<file path="src/rtl/alu_pkg.sv">
// Shared definitions for the ALU and the sequential divider that sits beside it.
//   div_state_t : divider controller states
//   ALU_WIDTH   : default operand width for both the ALU and the divider
//   FLAG_*      : bit positions of Z/N/C/V inside a packed 4-bit flag word
//   div_flags() : packs divider status bits into that flag word
package alu_pkg;

  localparam int ALU_WIDTH = 4;

  localparam int FLAG_Z = 0;
  localparam int FLAG_N = 1;
  localparam int FLAG_C = 2;
  localparam int FLAG_V = 3;

  typedef enum logic [1:0] {
    IDLE = 2'd0,
    LOAD = 2'd1,
    RUN  = 2'd2,
    DONE = 2'd3
  } div_state_t;

  // Z: quotient zero, N: quotient MSB, C: inexact (remainder != 0), V: divide-by-zero
  function automatic logic [3:0] div_flags(input logic q_zero, input logic q_msb,
                                           input logic r_nonzero, input logic div_zero);
    logic [3:0] f;
    f         = '0;
    f[FLAG_Z] = q_zero;
    f[FLAG_N] = q_msb;
    f[FLAG_C] = r_nonzero;
    f[FLAG_V] = div_zero;
    return f;
  endfunction

endpackage

</file>
<file path="src/rtl/divider_seq_if.sv">
// Handshake/result bundle between the datapath controller and the divider.
//   start      : request pulse (controller -> divider)
//   A, B       : dividend / divisor (controller -> divider)
//   R          : {remainder, quotient} (divider -> controller)
//   busy, done : progress handshake (divider -> controller)
//   Z, N, C, V : result flags (divider -> controller)
// Modports: master = controller side, slave = divider side.
interface divider_seq_if
  import alu_pkg::*;
#(
  parameter int WIDTH = ALU_WIDTH
);
  logic               start;
  logic [WIDTH-1:0]   A;
  logic [WIDTH-1:0]   B;
  logic [2*WIDTH-1:0] R;
  logic               busy;
  logic               done;
  logic               Z;
  logic               N;
  logic               C;
  logic               V;

  modport master (
    output start, A, B,
    input  R, busy, done, Z, N, C, V
  );

  modport slave (
    input  start, A, B,
    output R, busy, done, Z, N, C, V
  );
endinterface

</file>
<file path="src/rtl/divider_seq_div_step.sv">
// One combinational restoring-division iteration.
//   rem_in       : current partial remainder (always < divisor, so WIDTH bits suffice)
//   dividend_bit : next dividend bit shifted into the remainder LSB
//   divisor      : divisor
//   rem_out      : partial remainder after the trial subtract (or restore)
//   q_bit        : quotient bit produced by this iteration
// The subtract is a gate-level ripple-borrow chain over the WIDTH+1 bit
// shifted value; the final borrow decides subtract vs. restore.
module div_step #(
  parameter int WIDTH = 4
) (
  input  logic [WIDTH-1:0] rem_in,
  input  logic             dividend_bit,
  input  logic [WIDTH-1:0] divisor,
  output logic [WIDTH-1:0] rem_out,
  output logic             q_bit
);
  logic [WIDTH:0]   shifted;
  logic [WIDTH:0]   sub;
  logic [WIDTH+1:0] borrow;
  logic [WIDTH-1:0] diff;

  assign shifted   = {rem_in, dividend_bit};
  assign sub       = {1'b0, divisor};
  assign borrow[0] = 1'b0;

  genvar gi;
  generate
    for (gi = 0; gi <= WIDTH; gi++) begin : g_bit
      assign borrow[gi+1] = (~shifted[gi] & sub[gi]) |
                            (~(shifted[gi] ^ sub[gi]) & borrow[gi]);
      // The top difference bit is always 0 when the trial succeeds
      // (result < divisor), so only the borrow is needed there.
      if (gi < WIDTH) begin : g_diff
        assign diff[gi] = shifted[gi] ^ sub[gi] ^ borrow[gi];
      end
    end
  endgenerate

  assign q_bit   = ~borrow[WIDTH+1];
  // On a failed trial the shifted value is < divisor, so its MSB is 0.
  assign rem_out = q_bit ? diff : shifted[WIDTH-1:0];
endmodule

</file>
<file path="src/rtl/divider_seq.sv">
// Sequential restoring divider, unsigned WIDTH-bit operands, one quotient
// bit per clock.
//   clk : rising-edge clock
//   rst : asynchronous active-high reset (aborts any division in progress)
//   bus : divider_seq_if.slave -- start/A/B in; R/busy/done/Z/N/C/V out
// Flow: IDLE/DONE --start--> LOAD --B!=0--> RUN x WIDTH --> DONE
//                                 --B==0--> DONE (quotient all ones, rem = A)
// R and flags are written on the edge that enters DONE and then held.
module divider_seq
  import alu_pkg::*;
#(
  parameter int WIDTH = ALU_WIDTH
) (
  input  logic          clk,
  input  logic          rst,
  divider_seq_if.slave  bus
);
  localparam int CW = (WIDTH > 1) ? $clog2(WIDTH) : 1;

  div_state_t         state_reg, state_next;
  logic [WIDTH-1:0]   div_reg;    // dividend shift reg; quotient fills in from the LSB
  logic [WIDTH-1:0]   b_reg;
  logic [WIDTH-1:0]   rem_reg;
  logic [CW-1:0]      cnt_reg;
  logic [2*WIDTH-1:0] r_reg;
  logic [3:0]         flags_reg;

  logic [WIDTH-1:0]   step_rem;
  logic               step_q;
  logic [WIDTH-1:0]   final_q;
  logic               accept;

  assign accept  = bus.start && ((state_reg == IDLE) || (state_reg == DONE));
  assign final_q = {div_reg[WIDTH-2:0], step_q};

  div_step #(.WIDTH(WIDTH)) u_step (
    .rem_in       (rem_reg),
    .dividend_bit (div_reg[WIDTH-1]),
    .divisor      (b_reg),
    .rem_out      (step_rem),
    .q_bit        (step_q)
  );

  always_ff @(posedge clk or posedge rst) begin
    if (rst) state_reg <= IDLE;
    else     state_reg <= state_next;
  end

  always_comb begin
    state_next = state_reg;
    case (state_reg)
      IDLE:    if (bus.start) state_next = LOAD;
      LOAD:    state_next = (b_reg == '0) ? DONE : RUN;
      RUN:     if (cnt_reg == '0) state_next = DONE;
      DONE:    state_next = bus.start ? LOAD : IDLE;
      default: state_next = IDLE;
    endcase
  end

  always_ff @(posedge clk or posedge rst) begin
    if (rst) begin
      div_reg   <= '0;
      b_reg     <= '0;
      rem_reg   <= '0;
      cnt_reg   <= '0;
      r_reg     <= '0;
      flags_reg <= '0;
    end else begin
      if (accept) begin
        div_reg <= bus.A;
        b_reg   <= bus.B;
      end
      case (state_reg)
        LOAD: begin
          rem_reg <= '0;
          cnt_reg <= CW'(WIDTH - 1);
          if (b_reg == '0) begin
            r_reg     <= {div_reg, {WIDTH{1'b1}}};
            flags_reg <= div_flags(1'b0, 1'b1, |div_reg, 1'b1);
          end
        end
        RUN: begin
          rem_reg <= step_rem;
          div_reg <= final_q;
          cnt_reg <= cnt_reg - CW'(1);
          if (cnt_reg == '0) begin
            r_reg     <= {step_rem, final_q};
            flags_reg <= div_flags(final_q == '0, final_q[WIDTH-1], |step_rem, 1'b0);
          end
        end
        default: ;
      endcase
    end
  end

  assign bus.R    = r_reg;
  assign bus.busy = (state_reg == LOAD) || (state_reg == RUN);
  assign bus.done = (state_reg == DONE);
  assign bus.Z    = flags_reg[FLAG_Z];
  assign bus.N    = flags_reg[FLAG_N];
  assign bus.C    = flags_reg[FLAG_C];
  assign bus.V    = flags_reg[FLAG_V];
endmodule

</file>
<file path="src/flat_wrapper.sv">
// flat-port wrapper written by rule: the top's interface ports become plain ports
module divider_seq_flat import alu_pkg::*;
#(
  parameter int WIDTH = ALU_WIDTH
)
  (clk, rst, bus_start, bus_A, bus_B, bus_R, bus_busy, bus_done, bus_Z, bus_N, bus_C, bus_V);
  divider_seq_if #(.WIDTH(WIDTH)) bus_i ();
  input  logic clk;
  input  logic rst;
  input wire logic [$bits(bus_i.start)-1:0] bus_start;
  input wire logic [$bits(bus_i.A)-1:0] bus_A;
  input wire logic [$bits(bus_i.B)-1:0] bus_B;
  output wire logic [$bits(bus_i.R)-1:0] bus_R;
  output wire logic [$bits(bus_i.busy)-1:0] bus_busy;
  output wire logic [$bits(bus_i.done)-1:0] bus_done;
  output wire logic [$bits(bus_i.Z)-1:0] bus_Z;
  output wire logic [$bits(bus_i.N)-1:0] bus_N;
  output wire logic [$bits(bus_i.C)-1:0] bus_C;
  output wire logic [$bits(bus_i.V)-1:0] bus_V;
  assign bus_i.start = bus_start;
  assign bus_i.A = bus_A;
  assign bus_i.B = bus_B;
  assign bus_R = bus_i.R;
  assign bus_busy = bus_i.busy;
  assign bus_done = bus_i.done;
  assign bus_Z = bus_i.Z;
  assign bus_N = bus_i.N;
  assign bus_C = bus_i.C;
  assign bus_V = bus_i.V;
  divider_seq #(.WIDTH(WIDTH)) u_core (.clk(clk), .rst(rst), .bus(bus_i));
endmodule
</file>
<file path="config.mk">
export PLATFORM = sky130hd
export DESIGN_NAME = divider_seq_flat
export DESIGN_NICKNAME = d
export VERILOG_FILES = /design/src/rtl/alu_pkg.sv /design/src/rtl/divider_seq_if.sv /design/src/rtl/divider_seq_div_step.sv /design/src/rtl/divider_seq.sv /design/src/flat_wrapper.sv
export SDC_FILE = /design/constraint.sdc
export NUM_CORES = 1
export LEC_CHECK = 0
export CAP_MARGIN = 10
export CORE_MARGIN = 4
export CORE_UTILIZATION = 35
export CTS_BUF_LIST = sky130_fd_sc_hd__clkbuf_8
export DETAILED_ROUTE_END_ITERATION = 10
export GPL_ROUTABILITY_DRIVEN = 0
export PLACE_DENSITY = 0.64
export REMOVE_ABC_BUFFERS = 1
export SLEW_MARGIN = 20
export SYNTH_ARGS = -nofsm -noshare
export SYNTH_HDL_FRONTEND = slang
export SYNTH_SLANG_ARGS = --single-unit
</file>
<file path="constraint.sdc">
create_clock -name clk -period 3.25 [get_ports clk]
set_clock_uncertainty 0.2 [all_clocks]
set_input_delay 0.325 -clock clk [delete_from_list [all_inputs] [get_ports clk]]
set_output_delay 0.325 -clock clk [all_outputs]
set_load 0.02 [all_outputs]
</file>
==> key figures <==
Timing
  • Worst-Margin Slew: 955.6 ps
  • Final worst setup slack: 174.1 ps
  • Final hold violation count: 0
  • Pins Over Slew Limit: 0
  • RSZ-0062 raised after global routing: no
  • Setup TNS: 0 ps
  • Period Utilization, post-route: 94.64%
  • Setup violators final: 0
  • Final min period: 3076 ps
  • Max_slew headroom: 35.90%
  • Max Freq: 325.1 MHz

Synthesis
  • Syn. warnings: 0
  • Top cells by area, synth: dfrtp_1 (47%), ha_1 (6.1%), mux2_2 (4.7%), fa_1 (4.2%), inv_1 (4.2%)
  • Library cells used by synthesis: 37
  • #FFs+latches synth: 27
  • Synthesized area: 0.001446 mm²
  • Mapped Cells: 142
  • Yosys top cell by area: dfrtp_1
  • Largest family of logic cells by synthesized area: compound AO/OA/AOI/OAI gates
  • Adder-cell share of the synthesized area: 10.21%
  • Avg Inst Size Synth: 10.19 µm²
  • Post-synth EDFFs: 0
  • Sequential area share after synthesis: 46.71%
  • Synth Area in Simple Gates: 10.90%
  • Main synth FF type: dfrtp_1
  • Complex-gate fraction of the synthesized area: 16.96%
  • Multiplexer share of the synthesized area: 7.439%
  • Top cell type's share of synthesized area: 46.71%
  • Post-Synth XOR/XNOR Area: 0%
  • Post-synth ARST share: 100.0%

Clocking
  • Sink Count: 27
  • Post-CTS setup buffer count: 0
  • Clock slew at reported path FFs: 90 ps
  • PostCTS Resize Cnt: 0
  • Post-CTS Hold Fix Bufs: 0
  • CTS buffer count: 3
  • CTS root buf: clkbuf_8
  • CTS tree: done
  • Max clock buf depth: 2
  • H-Tree Depth: 1
  • Clock Latency Late Sink: 280 ps

Route
  • WL per Instance: 14.24 µm
  • DR iter-0 viols: 71
  • Final ANT Viol Nets: 0
  • Via count: 1100
  • Detailed Routing Iterations Pass 1: 4
  • DR vias/cell: 5.140
  • Routed wire length: 3048 µm
  • Residual DRC: 0

Worst setup path
  • Crit-path cells: inv_1 > ha_1 > inv_1 > fa_1 > inv_1 > fa_1 > fa_1 > nand2b_1 > mux2_2 > o22ai_1 > a22o_1
  • CP Buf/Inv Count: 3
  • Max Fanout on Critical Path: 9
  • CP required: 3280 ps
  • WS Path Type: reg -> reg
  • Worst Path Arrival: 3100 ps
  • Reg-to-Reg Start: u_core.div_reg[3]$_DFFE_PP0P_
  • CP startpoint: u_core.div_reg[3]$_DFFE_PP0P_
  • Slowest cell on crit path: fa_1
  • Cell family with most CP delay: adder cells
  • Element type at the critical path start: register
  • CP Capture Type: register
  • Slowest stage delay, CP: 450 ps

Placed design
  • Pre-CTS WS: 229.9 ps
  • Post-DP HPWL: 2360 µm
  • Number of port buffers: 24

Cells and area
  • Util after Layout: 44.10%
  • P&R area growth vs syn: 21.97%
  • Ratio of cells with drive above 1 in the final layout: 7.927%
  • Nets: 186
  • Final antenna diode count: 0
  • Largest register FFs: 7

Power and ir drop
  • P_leak: 0.7614 nW
  • Overall power: 2.166 mW
  • Worst-case vdd ir drop: 784.9 µV
  • Pwr/cell area: 1228 mW/mm²

Floorplanning
  • IO Count: 25
  • Die span in y: 72.29 µm
  • Starting Density: 36.16%
  • Row cnt: 23
  • Die W: 72.29 µm
  • CORE AREA: 0.004000 mm²
  • Die area: 0.005225 mm²

Job
  • Max-capacitance violation count: 0

Global routing
  • Global-route wire length before repair: 5361 µm
  • Vias in the first global route: 1154
  • All-Layer GR Usage: 13.16%
  • GRT overflow: 0
  • Largest net degree at the start of global routing: 28
  • Initial antenna violation count: 0

Run status
  • Status: completed

Worst hold path
  • Hold Path Class: in -> async
-- routing by layer --
metal	routed length (µm)	part of all wire, %	GRT usage, %
met3	130	4.3	1.939
met5	0	0	0
met1	1366	45	17.52
met4	62	2.0	6.263
met2	1488	49	21.03
-- cell usage after synthesis, drive strengths merged, types with 4 or more instances --
library cell and count:
a21oi 7, buf 6, dfrtp 27, ha 7
inv 16, mux2 6, mux2i 4, nand2 11
nor2 8, o21ai 8, o22ai 7
-- report_power, final --
group          switching [mW]  internal, mW  leakage [nW]
Sequential              0.126         0.499         0.314
Clock                   0.111        0.0873        0.0217
Combinational           0.750         0.593         0.425
-- logic make-up (layout without fill, tap and decap cells) --
| group | count (synthesis) | count (layout) |
|---|---|---|
| compound gates | 37 | 37 |
| fa+ha+maj | 10 | 10 |
| buf+inv | 25 | 47 |
| flops | 27 | 27 |
| mux | 10 | 10 |
| simple gates | 33 | 33 |
-- final cells by class --
cell class,instances,area (µm²)
fillers,394,2236
flip-flops and latches,27,675.6
multi-input cells,90,658.1
repair buffers,26,255.2
inverters,17,63.81
well taps,50,62.56
clock buffers,3,41.29
clock inverters,1,7.507
-- worst paths after layout --
check / endpoint / slack, ps / cells after the start
min: u_core.bus.R[6]$_DFFE_PP0P_ / 250 / 2
max in group asynchronous: u_core.div_reg[1]$_DFFE_PP0P_ / 2160 / 2
min reg2reg: u_core.bus.R[7]$_DFFE_PP0P_ / 290 / 1
max reg2reg: u_core.bus.R[4]$_DFFE_PP0P_ / 170 / 11
max: u_core.bus.R[4]$_DFFE_PP0P_ / 170 / 11
min in group clk: u_core.bus.R[7]$_DFFE_PP0P_ / 290 / 1
-- placed cells by master, fill, tap and decap left out --
cell type        Yosys  routed
and2b_1              1       1
buf_4                2       2
clkinv_1             1       2
and2_1               1       1
o41ai_2              1       1
dfrtp_1             27      27
a21boi_0             1       1
and3b_1              1       1
a2bb2oi_1            2       2
o2111ai_1            1       1
o21ai_1              2       2
mux2i_1              4       4
a21oi_1              7       7
nor4_1               1       1
a31oi_1              2       2
nor2b_1              2       2
fa_1                 3       3
a21o_1               1       1
clkdlybuf4s50_1      0      24
nand3_1              3       3
mux2_2               6       6
o22ai_1              7       7
nand2b_1             1       1
o21a_1               1       1
nor3_1               2       2
nand3b_1             1       1
o21ai_0              6       6
inv_1               16      15
clkbuf_8             0       3
nand2_1             11      11
clkinvlp_4           0       1
a22o_1               3       3
a22oi_1              1       1
ha_1                 7       7
nor2_1               8       8
nand4_1              1       1
a211oi_1             2       2
-- through the flow --
step | area (µm²) | hold slack [ps] | cells
2_1_floorplan | 1398 | 177.7 | 134
3_3_place_gp | 1715 | 264.3 | 210
3_5_place_dp | 1715 | 282.7 | 210
4_1_cts | 1764 | 305.9 | 214
5_1_grt | 1764 | 327.7 | 214
6_report | 1764 | 246.5 | 214
Power figures use the tool's default switching activity.
